<file path="src/rtl/fft_mag_streamer.sv">
// Streams exact squared magnitude re^2+im^2 for FFT bins BIN_LO..BIN_HI, read over the core's DMA port.
// Defining FFT_MAG_PEAK_EN builds a per-frame peak tracker; otherwise peak_bin_o/peak_mag_o are tied to 0.
module fft_mag_streamer #(
    parameter int FFT_N      = 10,
    parameter int DW         = 16,
    parameter int BIN_LO     = 0,
    parameter int BIN_HI     = 511,
    parameter int RD_LAT     = 2,
    parameter int FIFO_DEPTH = 8
) (
    input  logic                 clk,
    input  logic                 reset,
    input  logic                 fft_done_i,
    input  logic signed [7:0]    bfpexp_i,
    output logic                 dmaact_o,
    output logic [FFT_N-1:0]     dmaa_o,
    input  logic signed [DW-1:0] dmadr_real_i,
    input  logic signed [DW-1:0] dmadr_imag_i,
    output logic                 mag_valid_o,
    input  logic                 mag_ready_i,
    output logic [2*DW-1:0]      mag_data_o,
    output logic [FFT_N-1:0]     mag_bin_o,
    output logic                 mag_last_o,
    output logic signed [8:0]    mag_exp_o,
    output logic                 busy_o,
    output logic                 frame_done_o,
    output logic [FFT_N-1:0]     peak_bin_o,
    output logic [2*DW-1:0]      peak_mag_o
);

    localparam int AW = $clog2(FIFO_DEPTH);
    localparam int CW = AW + 1;
    localparam int PW = 2 * DW;
    localparam int EW = 1 + FFT_N + PW;
    localparam logic [FFT_N-1:0] ADDR_LO = FFT_N'(BIN_LO);
    localparam logic [FFT_N-1:0] ADDR_HI = FFT_N'(BIN_HI);

    typedef enum logic [2:0] {IDLE, ISSUE, DRAIN, DONE, REARM} state_t;

    function automatic logic [PW-1:0] square(input logic signed [DW-1:0] x);
        logic signed [PW-1:0] w;
        w = PW'(x);
        return $unsigned(w * w);
    endfunction

    // Two squares are each at most 2^(2DW-2), so the sum always fits in PW bits.
    function automatic logic [PW-1:0] mag_sum(input logic [PW-1:0] a, input logic [PW-1:0] b);
        return a + b;
    endfunction

    state_t              r_state;
    logic [FFT_N-1:0]    r_addr;
    logic                r_busy;
    logic                r_done;
    logic signed [8:0]   r_exp;

    logic [RD_LAT-1:0]   r_rd_vld;
    logic [FFT_N-1:0]    r_rd_bin [RD_LAT];

    logic [PW-1:0]       r_sq_re_p0;
    logic [PW-1:0]       r_sq_im_p0;
    logic [FFT_N-1:0]    r_bin_p0;
    logic                r_vld_p0;

    logic [PW-1:0]       r_sum_p1;
    logic [FFT_N-1:0]    r_bin_p1;
    logic                r_last_p1;
    logic                r_vld_p1;

    logic [EW-1:0]       r_mem [FIFO_DEPTH];
    logic [AW-1:0]       r_wr_ptr;
    logic [AW-1:0]       r_rd_ptr;
    logic [CW-1:0]       r_count;
    logic [CW-1:0]       r_inflight;

    logic [CW:0]         w_occupancy;
    logic                w_credit;
    logic                w_issue;
    logic                w_push;
    logic                w_pop;
    logic                w_valid;
    logic                w_start;
    logic                w_drain_done;
    logic [EW-1:0]       w_head;

    // Reads still in the pipeline count against FIFO space so a stalled sink can never overflow it.
    assign w_occupancy  = {1'b0, r_count} + {1'b0, r_inflight};
    assign w_credit     = w_occupancy < (CW+1)'(FIFO_DEPTH);
    assign w_issue      = (r_state == ISSUE) && w_credit;
    assign w_push       = r_vld_p1;
    assign w_valid      = (r_count != '0);
    assign w_pop        = w_valid && mag_ready_i;
    assign w_start      = (r_state == IDLE) && fft_done_i;
    assign w_drain_done = (r_state == DRAIN) && (r_inflight == '0) && (r_count == '0);
    assign w_head       = r_mem[r_rd_ptr];

    assign dmaact_o     = w_issue;
    assign dmaa_o       = r_addr;
    assign mag_valid_o  = w_valid;
    assign mag_data_o   = w_valid ? w_head[PW-1:0] : '0;
    assign mag_bin_o    = w_valid ? w_head[PW +: FFT_N] : '0;
    assign mag_last_o   = w_valid & w_head[EW-1];
    assign mag_exp_o    = r_exp;
    assign busy_o       = r_busy;
    assign frame_done_o = r_done;

    always_ff @(posedge clk) begin
        if (reset) begin
            r_state <= IDLE;
            r_addr  <= '0;
            r_busy  <= 1'b0;
            r_done  <= 1'b0;
            r_exp   <= '0;
        end else begin
            r_done <= 1'b0;
            case (r_state)
                IDLE: begin
                    if (w_start) begin
                        r_exp   <= {bfpexp_i, 1'b0};
                        r_addr  <= ADDR_LO;
                        r_busy  <= 1'b1;
                        r_state <= ISSUE;
                    end
                end
                ISSUE: begin
                    if (w_issue) begin
                        r_addr <= r_addr + FFT_N'(1);
                        if (r_addr == ADDR_HI) r_state <= DRAIN;
                    end
                end
                DRAIN: begin
                    if (w_drain_done) begin
                        r_busy  <= 1'b0;
                        r_done  <= 1'b1;
                        r_state <= DONE;
                    end
                end
                DONE: begin
                    r_state <= REARM;
                end
                REARM: begin
                    if (!fft_done_i) r_state <= IDLE;
                end
                default: r_state <= IDLE;
            endcase
        end
    end

    always_ff @(posedge clk) begin
        if (reset) begin
            r_rd_vld <= '0;
            r_vld_p0 <= 1'b0;
            r_vld_p1 <= 1'b0;
        end else begin
            r_rd_vld[0] <= w_issue;
            for (int i = 1; i < RD_LAT; i++) r_rd_vld[i] <= r_rd_vld[i-1];
            r_vld_p0 <= r_rd_vld[RD_LAT-1];
            r_vld_p1 <= r_vld_p0;
        end
    end

    always_ff @(posedge clk) begin
        r_rd_bin[0] <= r_addr;
        for (int i = 1; i < RD_LAT; i++) r_rd_bin[i] <= r_rd_bin[i-1];
        // p0: DMA read data has landed; register both squares
        r_sq_re_p0 <= square(dmadr_real_i);
        r_sq_im_p0 <= square(dmadr_imag_i);
        r_bin_p0   <= r_rd_bin[RD_LAT-1];
        // p1: magnitude sum, pushed into the FIFO on the following edge
        r_sum_p1   <= mag_sum(r_sq_re_p0, r_sq_im_p0);
        r_bin_p1   <= r_bin_p0;
        r_last_p1  <= (r_bin_p0 == ADDR_HI);
        if (w_push) r_mem[r_wr_ptr] <= {r_last_p1, r_bin_p1, r_sum_p1};
    end

    always_ff @(posedge clk) begin
        if (reset) begin
            r_wr_ptr   <= '0;
            r_rd_ptr   <= '0;
            r_count    <= '0;
            r_inflight <= '0;
        end else begin
            if (w_push) r_wr_ptr <= r_wr_ptr + AW'(1);
            if (w_pop)  r_rd_ptr <= r_rd_ptr + AW'(1);
            case ({w_push, w_pop})
                2'b10:   r_count <= r_count + CW'(1);
                2'b01:   r_count <= r_count - CW'(1);
                default: ;
            endcase
            case ({w_issue, w_push})
                2'b10:   r_inflight <= r_inflight + CW'(1);
                2'b01:   r_inflight <= r_inflight - CW'(1);
                default: ;
            endcase
        end
    end

`ifdef FFT_MAG_PEAK_EN
    logic [FFT_N-1:0] r_pk_bin;
    logic [PW-1:0]    r_pk_mag;
    logic [FFT_N-1:0] r_peak_bin;
    logic [PW-1:0]    r_peak_mag;

    // Strictly-greater update keeps the lowest bin on ties.
    always_ff @(posedge clk) begin
        if (reset) begin
            r_pk_bin   <= '0;
            r_pk_mag   <= '0;
            r_peak_bin <= '0;
            r_peak_mag <= '0;
        end else begin
            if (w_start) begin
                r_pk_bin <= ADDR_LO;
                r_pk_mag <= '0;
            end else if (w_push && (r_sum_p1 > r_pk_mag)) begin
                r_pk_bin <= r_bin_p1;
                r_pk_mag <= r_sum_p1;
            end
            if (w_drain_done) begin
                r_peak_bin <= r_pk_bin;
                r_peak_mag <= r_pk_mag;
            end
        end
    end

    assign peak_bin_o = r_peak_bin;
    assign peak_mag_o = r_peak_mag;
`else
    assign peak_bin_o = '0;
    assign peak_mag_o = '0;
`endif

endmodule

</file>
<file path="config.mk">
export PLATFORM = sky130hd
export DESIGN_NAME = fft_mag_streamer
export DESIGN_NICKNAME = d
export VERILOG_FILES = /design/src/rtl/fft_mag_streamer.sv
export SDC_FILE = /design/constraint.sdc
export NUM_CORES = 2
export LEC_CHECK = 0
export ABC_AREA = 1
export CAP_MARGIN = 0
export CORE_MARGIN = 8
export CORE_UTILIZATION = 50
export DETAILED_ROUTE_END_ITERATION = 10
export PLACE_DENSITY_LB_ADDON = 0.1
export SETUP_SLACK_MARGIN = 0.5
export SLEW_MARGIN = 30
export SYNTH_ARGS = -nofsm -noshare
export SYNTH_HDL_FRONTEND = slang
export SYNTH_SLANG_ARGS = --single-unit
</file>
<file path="constraint.sdc">
create_clock -name clk -period 10.4 [get_ports clk]
set_clock_uncertainty 0.05 [all_clocks]
set_input_delay 2.08 -clock clk [delete_from_list [all_inputs] [get_ports clk]]
set_output_delay 2.08 -clock clk [all_outputs]
set_load 0.02 [all_outputs]
</file>
Yosys cells after proc, flatten, opt, wreduce, memory -nomap -nowiden
Memories as Yosys holds them, arrays and structs flattened. A register that Yosys moved wholly into a read port is not among the register bits. Index checks and enable logic that the tools add are counted.

Output and inout bits: 108. Memory bits (writable): 364. Word-level logic and storage cells: 87. Flip-flop bits (word level): 148. Memories kept: 2.

Multiply operators: 2. Reductions and logical operators: 18. Bitwise operators: 2. Add/subtract/negate cells: 9. Equality and inequality tests: 15. Order comparisons: 1. Mux-type cells: 21.

Memories: r_mem (words 8, bits a word 43, read ports 1, clocked after Yosys merged registers in 1, write ports 1, line 70) `logic [EW-1:0] r_mem [FIFO_DEPTH];`; r_rd_bin (words 2, bits a word 10, read ports 2, clocked after Yosys merged registers in 1, write ports 2, line 58) `logic [FFT_N-1:0] r_rd_bin [RD_LAT];`.

Operator list (number): 16-bit by 16-bit multiplier with 32-bit output (2); 32-bit adder (1); 32-bit two-way mux (1); 10-bit two-way mux (3); 3-bit two-way mux (7); 10-bit by 9-bit == test with 1-bit output, second input constant (2); 10-bit case mux with 2 select lines (1); 4-bit case mux with 2 select lines (2); 3-bit case mux with 5 select lines (1); 10-bit by 1-bit adder with 10-bit output, second input constant (1); 4-bit by 1-bit adder with 4-bit output, second input constant (2); 4-bit logical NOT (2); 2-bit inequality test, second input constant (4); 2-bit nonzero test (4); 4-bit by 1-bit subtractor with 4-bit output, second input constant (2); 3-bit by 1-bit adder with 3-bit output, second input constant (2); 3-bit by 2-bit == test with 1-bit output, second input constant (2); 3-bit AND reduction (2); 4-bit by 4-bit adder with 5-bit output (1); 1-bit logical AND (5); 5-bit by 4-bit less-than comparator with 1-bit output, second input constant (1); 1-bit two-way mux (5); 5-bit AND reduction (1); 2-bit by 1-bit == test with 1-bit output, second input constant (2); other kinds (11) (12).

Longest topological paths before layout
Depth in word-level cells: 5. Mapped depth: 28.

Worst setup path before layout
Ideal clock, no wire load.

Path kind: input to register. From: in dmadr_imag_i[1]. To: reg r_sq_im_p0[31]. Path buffers: 2. Cell stages on the path: 22. Library setup time: 0.112 ns. Arrival: 7.204 ns. Slack: 3.034 ns. Cell sequence: clkbuf_1 clkbuf_1 nand2_1 inv_1 fa_1 fa_1 fa_1 fa_1 fa_1 inv_1 fa_1 inv_1 ha_1 nand2_1 nor2_1 inv_1 nor3_1 nand2_1 inv_1 nor2_1 nand2_1 nand2_1.

Longest elaborated chain between the ends: 1.

RTL lines: start, declared (line 18) `input logic signed [DW-1:0] dmadr_imag_i,`; 16-bit by 16-bit multiplier with 32-bit output (line 43) `return $unsigned(w * w);`; end signal, assigned (line 167) `r_sq_im_p0 <= square(dmadr_imag_i);`; end, declared (line 61) `logic [PW-1:0] r_sq_im_p0;`.

No other way between the ends. A chain may end at the register's enable or synchronous reset.

Worst setup path after layout
From: in dmadr_imag_i[15]. To: reg r_sq_im_p0[31].

Same word-level chain as after synthesis.

==> impl_metrics.csv <==
group,metric,value,unit
worst_hold_path,hp-class,"flop to flop",
clocking,htreeDepth,2,
critical_path,crit_arrival,8.44,ns
timing,setup_viol,0,
route,first_iter_violations,1422,
critical_path,cp-start-kind,"primary input",
grt,grt_max_degree,102,
grt,grt_pass1_wl,148000,um
finish,layout_commonest_cell,"inv_1",
timing,rsz0062_at_grt,"no",
clocking,cts.sinks,523,
clocking,cts_buffer_depth,3,
timing,setup_tns,0,ns
route,via_per_inst,4.94,
grt,antenna_found_initial,2,
clocking,cts_buffers,53,
timing,period_share,0.770,
finish,final_nets,5240,
critical_path,crit_type,"primary input to flop",
finish,num-fill-cells,7440,
yosys,synth.distinct_cells,46,
finish,area_growth,9.12,%
finish,final_cell_mix,"988 x inv_1, 848 x nand2_1, 470 x fa_1",
route,drc_errors,0,
critical_path,cp.required,10.83,ns
floorplan,fp.dieH,299,um
route,routed_wl,90200,um
timing,max-slew-margin-rel,0.397,
clocking,cts_resized,0,
timing,min_period,8.01,ns
grt,overflow,0,
grt,grt_pass1_vias,28400,
yosys,syn_area_per_cell,9.00,sq um
clocking,postCtsSetupRepairBufs,0,
job,maxCapViolCount,0,
timing,max_freq,125,MHz
timing,report.final.slew_viol_count,0,
clocking,clock_latency,0.61,ns
critical_path,crit_fanout,22,
floorplan,core,80000,sq um
route,wire_per_inst,16.1,um
yosys,syn_area,40100,sq um
yosys,yosys_register_bits,523,
floorplan,die-area,89600,sq um
place,gp_congestion,0.908,
route,drt_first_pass_iters,6,
grt,grt_use_total,0.202,
yosys,netlist_instances,4459,
floorplan,start_util,0.502,
clocking,cts_tree,"built",
finish,n_antenna_cell,0,
yosys,synth_warnings,0,
route,antenna_left,0,
floorplan,io_pins,152,
clocking,cts-root-buf,"clkbuf_16",
floorplan,rows,104,
floorplan,die_x,299,um
finish,drive_gt1_frac,0.0314,
critical_path,crit_path_end_kind,"flop",
timing,tightestPinTransition,0.901,ns
outcome,status,"complete, no violations",
place,dp_hpwl,67400,um
route,vias,27700,
yosys,synth.yosys.seq_area_share,0.347,
clocking,clk_pin_slew_worst_paths,0.06,ns
clocking,cts_hold_buf,0,
place,io_buffers,108,
timing,finalHoldViolCount,0,
-- state kept, by name, summed over array words and instances, names as in the netlist, named ones only --
| name | flops |
|---|---|
| r_mem | 344 |
| r_sum_p1 | 32 |
| r_sq_im_p0 | 31 |
| r_sq_re_p0 | 31 |
| r_rd_bin | 20 |
| dmaa_o | 10 |
| r_bin_p0 | 10 |
| r_bin_p1 | 10 |
| mag_exp_o | 8 |
| r_count | 4 |
| r_inflight | 4 |
| r_rd_ptr | 3 |
| r_state | 3 |
| r_wr_ptr | 3 |
| r_rd_vld | 2 |
| busy_o | 1 |
| frame_done_o | 1 |
| r_last_p1 | 1 |
| r_vld_p0 | 1 |
| r_vld_p1 | 1 |
-- cell usage after synthesis, drive strengths merged --
cell type | instances | area, sq um
inv | 992 | 3730
nand2 | 849 | 3190
fa | 470 | 9410
nor2 | 458 | 1720
edfxtp | 344 | 10300
o21ai | 257 | 1290
ha | 221 | 2770
dfxtp | 179 | 3580
nand3 | 120 | 611
clkbuf | 102 | 387
a21oi | 93 | 469
buf | 79 | 591
xor2 | 63 | 552
a31oi | 45 | 282
o22ai | 43 | 269
nand4 | 37 | 238
o21bai | 30 | 225
nor3 | 28 | 145
xnor2 | 13 | 114
nand3b | 9 | 67.6
or2 | 7 | 43.8
and2 | 6 | 37.5
a31o | 4 | 35.0
a21o | 2 | 15.0
clkinv | 2 | 7.51
a21boi | 1 | 7.51
conb | 1 | 3.75
nor4 | 1 | 6.26
o211ai | 1 | 7.51
o21a | 1 | 7.51
o31ai | 1 | 7.51
-- kinds of logic (layout without fill, tap and decap cells) --
logic type	Yosys count	in the layout	share of synthesized area
AND/OR/NAND/NOR	1515	1515	0.151
adder cells (fa/ha/maj)	691	691	0.303
buffers and inverters	1175	1224	0.117
AO/OA/AOI/OAI	478	478	0.0651
other	1	43	0.0000934
XOR/XNOR	76	76	0.0166
flip-flops	523	523	0.347
-- cell type report --
| type | instances | area [sq um] | share of cell area |
|---|---|---|---|
| repair buffers | 130 | 1250 | 0.0285 |
| flip-flops and latches | 523 | 13900 | 0.318 |
| multi-input cells | 2803 | 21700 | 0.496 |
| clock buffers | 71 | 1500 | 0.0342 |
| clock inverters | 29 | 340 | 0.00777 |
| well taps | 1060 | 1330 | 0.0303 |
| inverters | 994 | 3740 | 0.0853 |
-- layer usage --
metal,vias up,wire (um),global-route usage,part of all wire
met3,98,3210,0.0192,0.036
met5,-,0,0,0
met4,0,1590,0.0418,0.018
li1,13800,-,-,-
met2,440,45100,0.359,0.50
met1,13400,40200,0.269,0.45
-- worst paths after layout --
check              startpoint              to  slack (ns)  cells past startpoint
max          dmadr_imag_i[15]  r_sq_im_p0[31]        2.39                     22
max reg2reg        r_count[1]      r_count[3]        7.54                     14
min reg2reg    r_rd_bin[1][0]     r_bin_p0[0]        0.27                      0
min            r_rd_bin[1][0]     r_bin_p0[0]        0.27                      0
-- per-stage QoR --
stage	cell area (sq um)	cells	setup WS [ns]	hold slack [ns]	util
detailed placement	42000	5510	1.76	0.262	0.524
finish	43800	5610	2.39	0.270	0.547
global placement	42000	5510	1.84	0.262	0.524
CTS	43800	5610	2.39	0.269	0.547
global route	43800	5610	1.93	0.278	0.547
floorplan	40300	4501	3.03	0.260	-
-- worst max-delay path, stage by stage --
cell	delay (ns)
clkdlybuf4s50_1	1.03
clkinv_1	0.64
or2_2	0.48
fa_1	0.57
fa_1	0.44
fa_1	0.51
inv_1	0.05
fa_1	0.50
inv_1	0.05
fa_1	0.47
inv_1	0.05
fa_1	0.43
ha_1	0.38
nand2_1	0.09
nor2_1	0.14
nand3_1	0.10
nor3_1	0.14
nand2_1	0.09
inv_1	0.06
nor2_1	0.04
nand2_1	0.04
nand2_1	0.04
Power is left out: the tool's default activity adds up to more than one toggle a clock period on the data nets, which glitch-free logic cannot reach.
